## config.mk

```make
export PLATFORM = sky130hd
export DESIGN_NAME = uart_tx
export DESIGN_NICKNAME = d
export VERILOG_FILES = /design/src/rtl/uart_tx.sv
export SDC_FILE = /design/constraint.sdc
export NUM_CORES = 1
export LEC_CHECK = 0
export ABC_AREA = 1
export BUFFER_PORTS_ARGS = -buffer_cell sky130_fd_sc_hd__buf_2
export CORE_MARGIN = 1
export CORE_UTILIZATION = 35
export DETAILED_ROUTE_END_ITERATION = 8
export GPL_TIMING_DRIVEN = 1
export PLACE_DENSITY = 0.59
export RECOVER_POWER = 50
export SKIP_CTS_REPAIR_TIMING = 1
export SYNTH_ARGS = -nofsm -noshare
export SYNTH_HDL_FRONTEND = slang
export SYNTH_SLANG_ARGS = --single-unit
```

## constraint.sdc

```tcl
create_clock -name clk -period 1.1 [get_ports clk]
set_input_delay 0.11 -clock clk [delete_from_list [all_inputs] [get_ports clk]]
set_output_delay 0.11 -clock clk [all_outputs]
set_load 0.01 [all_outputs]
```

## src/rtl/uart_tx.sv

```systemverilog
// UART transmitter: start bit, LSB-first data, optional parity, stop bit(s), timed by baud_in rising edges.
// Define UART_TX_PARITY_EN to compile in the parity bit (sense chosen by PARITY_ODD).
module uart_tx #(
    parameter int unsigned DATA_BITS  = 8,
    parameter int unsigned STOP_BITS  = 1,
    parameter int unsigned PARITY_ODD = 0
) (
    input  logic                 clk,
    input  logic                 rst_n,
    input  logic                 baud_in,
    input  logic                 tx_start,
    input  logic [DATA_BITS-1:0] tx_data,
    output logic                 tx,
    output logic                 tx_busy,
    output logic                 tx_done
);

    // state  | meaning
    // IDLE   | line high, waiting for a request
    // ARM    | request latched, waiting for a tick to align the start bit
    // START  | start bit (low) on the line
    // DATA   | data bit (bit_idx - 1) on the line
    // PARITY | parity bit on the line
    // STOP   | stop bit number stop_cnt on the line
`ifdef UART_TX_PARITY_EN
    typedef enum logic [2:0] {IDLE, ARM, START, DATA, PARITY, STOP} state_t;
`else
    typedef enum logic [2:0] {IDLE, ARM, START, DATA, STOP} state_t;
`endif

    localparam logic [3:0] LAST_IDX  = 4'(DATA_BITS);
    localparam logic [1:0] LAST_STOP = 2'(STOP_BITS);

    state_t                 state_q, state_d;
    logic [DATA_BITS-1:0]   shift_q, shift_d;
    logic [3:0]             idx_q, idx_d;
    logic [1:0]             stop_q, stop_d;
    logic                   tx_q, tx_d;
    logic                   busy_q, busy_d;
    logic                   done_q, done_d;
    logic                   baud_q;
    logic                   tick;

`ifdef UART_TX_PARITY_EN
    logic                   parity_q, parity_d;
`else
    logic                   unused_parity_odd;
    assign unused_parity_odd = (PARITY_ODD != 0);
`endif

    assign tick = baud_in & ~baud_q;

    always_ff @(posedge clk) begin
        if (!rst_n) begin
            state_q  <= IDLE;
            shift_q  <= '0;
            idx_q    <= '0;
            stop_q   <= '0;
            tx_q     <= 1'b1;
            busy_q   <= 1'b0;
            done_q   <= 1'b0;
            baud_q   <= 1'b0;
`ifdef UART_TX_PARITY_EN
            parity_q <= 1'b0;
`endif
        end else begin
            state_q  <= state_d;
            shift_q  <= shift_d;
            idx_q    <= idx_d;
            stop_q   <= stop_d;
            tx_q     <= tx_d;
            busy_q   <= busy_d;
            done_q   <= done_d;
            baud_q   <= baud_in;
`ifdef UART_TX_PARITY_EN
            parity_q <= parity_d;
`endif
        end
    end

    always_comb begin
        state_d  = state_q;
        shift_d  = shift_q;
        idx_d    = idx_q;
        stop_d   = stop_q;
        tx_d     = tx_q;
        busy_d   = busy_q;
        done_d   = 1'b0;
`ifdef UART_TX_PARITY_EN
        parity_d = parity_q;
`endif
        case (state_q)
            IDLE: begin
                tx_d = 1'b1;
                // done_q marks the first IDLE cycle; a request there waits one clk
                if (tx_start && !done_q) begin
                    shift_d  = tx_data;
                    busy_d   = 1'b1;
                    idx_d    = '0;
                    state_d  = ARM;
`ifdef UART_TX_PARITY_EN
                    parity_d = (^tx_data) ^ (PARITY_ODD != 0);
`endif
                end
            end
            ARM: begin
                if (tick) begin
                    tx_d    = 1'b0;
                    state_d = START;
                end
            end
            START: begin
                if (tick) begin
                    tx_d    = shift_q[0];
                    shift_d = shift_q >> 1;
                    idx_d   = 4'd1;
                    state_d = DATA;
                end
            end
            DATA: begin
                if (tick) begin
                    if (idx_q < LAST_IDX) begin
                        tx_d    = shift_q[0];
                        shift_d = shift_q >> 1;
                        idx_d   = idx_q + 4'd1;
                    end else begin
`ifdef UART_TX_PARITY_EN
                        tx_d    = parity_q;
                        state_d = PARITY;
`else
                        tx_d    = 1'b1;
                        stop_d  = 2'd1;
                        state_d = STOP;
`endif
                    end
                end
            end
`ifdef UART_TX_PARITY_EN
            PARITY: begin
                if (tick) begin
                    tx_d    = 1'b1;
                    stop_d  = 2'd1;
                    state_d = STOP;
                end
            end
`endif
            STOP: begin
                tx_d = 1'b1;
                if (tick) begin
                    if (stop_q < LAST_STOP) begin
                        stop_d = stop_q + 2'd1;
                    end else begin
                        state_d = IDLE;
                        busy_d  = 1'b0;
                        done_d  = 1'b1;
                        idx_d   = '0;
                    end
                end
            end
            default: begin
                state_d = IDLE;
                tx_d    = 1'b1;
                busy_d  = 1'b0;
            end
        endcase
    end

    assign tx      = tx_q;
    assign tx_busy = busy_q;
    assign tx_done = done_q;

endmodule

```

==> run metrics <==
final antenna diode count=0; failing checks=negative setup slack; peak fanout along the critical path=8; Final min period=1.316 ns; fraction of layout cells with a size suffix above 1=0.4393; worst clock skew on the final layout=0.01105 ns; vias per cell=4.717; most frequent cells in the layout=nand2_1, nor2_1, buf_4; setup slack after placement=-0.2750 ns; most common cell after layout, fill and taps aside=nand2_1; number of nets still failing antenna checks after routing=0; TritonCTS clock tree=built; worst flop-to-flop path startpoint=state_q[1]; area of the die=0.003663 mm^2; Unique masters post-synth=22; Post-Synthesis Net Count=192; max-slew headroom at the worst pin=0.8170; Pleak=0.7616 nW; PortBufs=14; drt initial violations=49; final cell count without fillers=258; via count of the first global-routing pass=1,105; source of the critical timing path=state_q[1]; largest net degree at the start of global routing=15; length in cells of the worst reg-to-reg path=9; Bufs on Longest Clock Path=2; PnR worst setup slack=-0.2160 ns; min-delay worst type=in2reg; final max-slew violation count=0; critical setup path kind=reg2reg; number of endpoints failing setup at the final stage=20; number of hold violations in the final report=0; average detailed-routed wire length per instance=11.70 um; RD Place Congestion=0.8658; number of register bits inferred by synthesis=21; cell types occupying the most area after synthesis=dfxtp_1, nand2_1, nor2_1; Remaining DRCs=0; vertical die dimension=60.52 um; H-tree Lvls=1; category of the worst setup path capture point=register; area of the mapped netlist=0.001199 mm^2; Setup TNS=-3.347 ns; number of antenna violations at the first check in global routing=0; Ports=15; CORE AREA=0.003153 mm^2; Synth Area per Inst=6.734 um^2; unrepaired setup endpoints after global routing=true; peak ir drop on the vdd network=1044 uV; worst r2r dst=idx_q[2]; # Max-Cap Violations=0; post-synthesis cell type with the largest combined area=dfxtp_1; placed cells=245; kind of launch point of the worst setup path=register; power density cells=2394 mW/mm^2; layout net count=229; area growth from synthesis to final layout=34.86%; routed wire length=3018 um; run status=finished, violations left; highest clock frequency the design can meet=0.7599 GHz; die extent in x=60.52 um; Final period util=1.196; Critical Path AT=1.53 ns; proportion of netlist area held by the largest area contributor=0.3507; total congestion overflow after global routing=0; global-route wire length before repair=4712 um; clock net sink count=21; count of standard-cell rows=20; worst-case register-to-register setup slack=-0.22 ns; initial core utilization=0.3802; transition time at the pin with the least slew margin=0.2741 ns; Root Buffer Master=clkbuf_4; worst endpoint required time=1.31 ns; Synth warnings=0; capture point of the worst path=idx_q[2]; sequential cell area fraction in the yosys report=0.3507; count of filler cells inserted in the layout=317; number of clock buffers inserted by TritonCTS=3; via count=1,217; number of detailed-routing iterations run before antenna repair=4; Detailed Place HPWL=2067 um; gate count of the mapped netlist=178; clock input transition at the sequential cells of the worst setup and hold paths=0.13 ns; clk_lat worst skew=0.31 ns; total routing usage reported by global routing=0.1765
kinds of logic after synthesis:
logic type / Yosys count / share of synthesized area
xor+xnor: 1 / 0.007308
fa+ha+maj: 2 / 0.02087
simple gates: 111 / 0.4301
flops: 21 / 0.3507
compound gates: 23 / 0.1013
buf+inv: 20 / 0.08977
routing by layer:
metal / global-route usage / share of wire
met4: 0.04870 / 0.0083
met3: 0.05330 / 0.036
met2: 0.3030 / 0.49
met5: 0 / 0
met1: 0.2144 / 0.47
synthesized netlist by cell type (all sizes together):
master	count
a211oi	1
nor3	1
inv	16
nor2	34
a21oi	11
buf	4
xnor2	1
nand4	1
dfxtp	21
ha	2
or2	1
nor4	1
nand3	17
o21ai	11
nand2	56
final cells by class:
class                           count  area [um^2]  share of cell area
Tap cell                           44        55.05             0.03406
Sequential cell                    21        434.2              0.2686
Inverter                           16        67.56             0.04180
Timing Repair Buffer               35        236.5              0.1463
Clock buffer                        4        26.28             0.01625
Multi-Input combinational cell    138        797.0              0.4930
stage by stage:
step	instance area, um^2	util	hold WS, ns	total power, mW
2_1_floorplan	1221	-	0.2217	2.567
3_3_place_gp	1399	0.4437	0.3621	2.927
3_5_place_dp	1399	0.4437	0.3742	2.979
4_1_cts	1425	0.4520	0.03047	3.375
5_1_grt	1617	0.5127	0.06976	4.204
6_report	1617	0.5127	0.07738	3.870
flip-flops by register name (all words and copies together), names as in the netlist:
register and count:
tx_done 1, baud_q 1, shift_q 8, state_q 3, tx_busy 1, stop_q 2
tx 1, idx_q 4
worst min path at each step:
| stage | from | end | cells after the start |
|---|---|---|---|
| 4_1_cts | rst_n | state_q[0] | 3 |
| 3_5_place_dp | baud_in | baud_q | 3 |
| 5_1_grt | rst_n | state_q[0] | 3 |
| 6_report | baud_in | tx | 3 |
| 3_3_place_gp | baud_in | baud_q | 3 |
| 2_1_floorplan | baud_in | baud_q | 2 |
critical path: stages, from the launching register on:
cell,delay [ns]
dfxtp_4,0.40
buf_6,0.14
nand2_2,0.06
inv_2,0.03
nor2_2,0.08
nand2_2,0.07
nor2_4,0.24
nand2_2,0.08
nand2_2,0.07
a21oi_2,0.05
report_power, final:
group / total (mW) / internal [mW] / switching, mW
Combinational: 2.28 / 0.943 / 1.33
Sequential: 1.21 / 0.998 / 0.211
Clock: 0.384 / 0.142 / 0.242
Note: power is estimated with default switching activity, not from simulation.
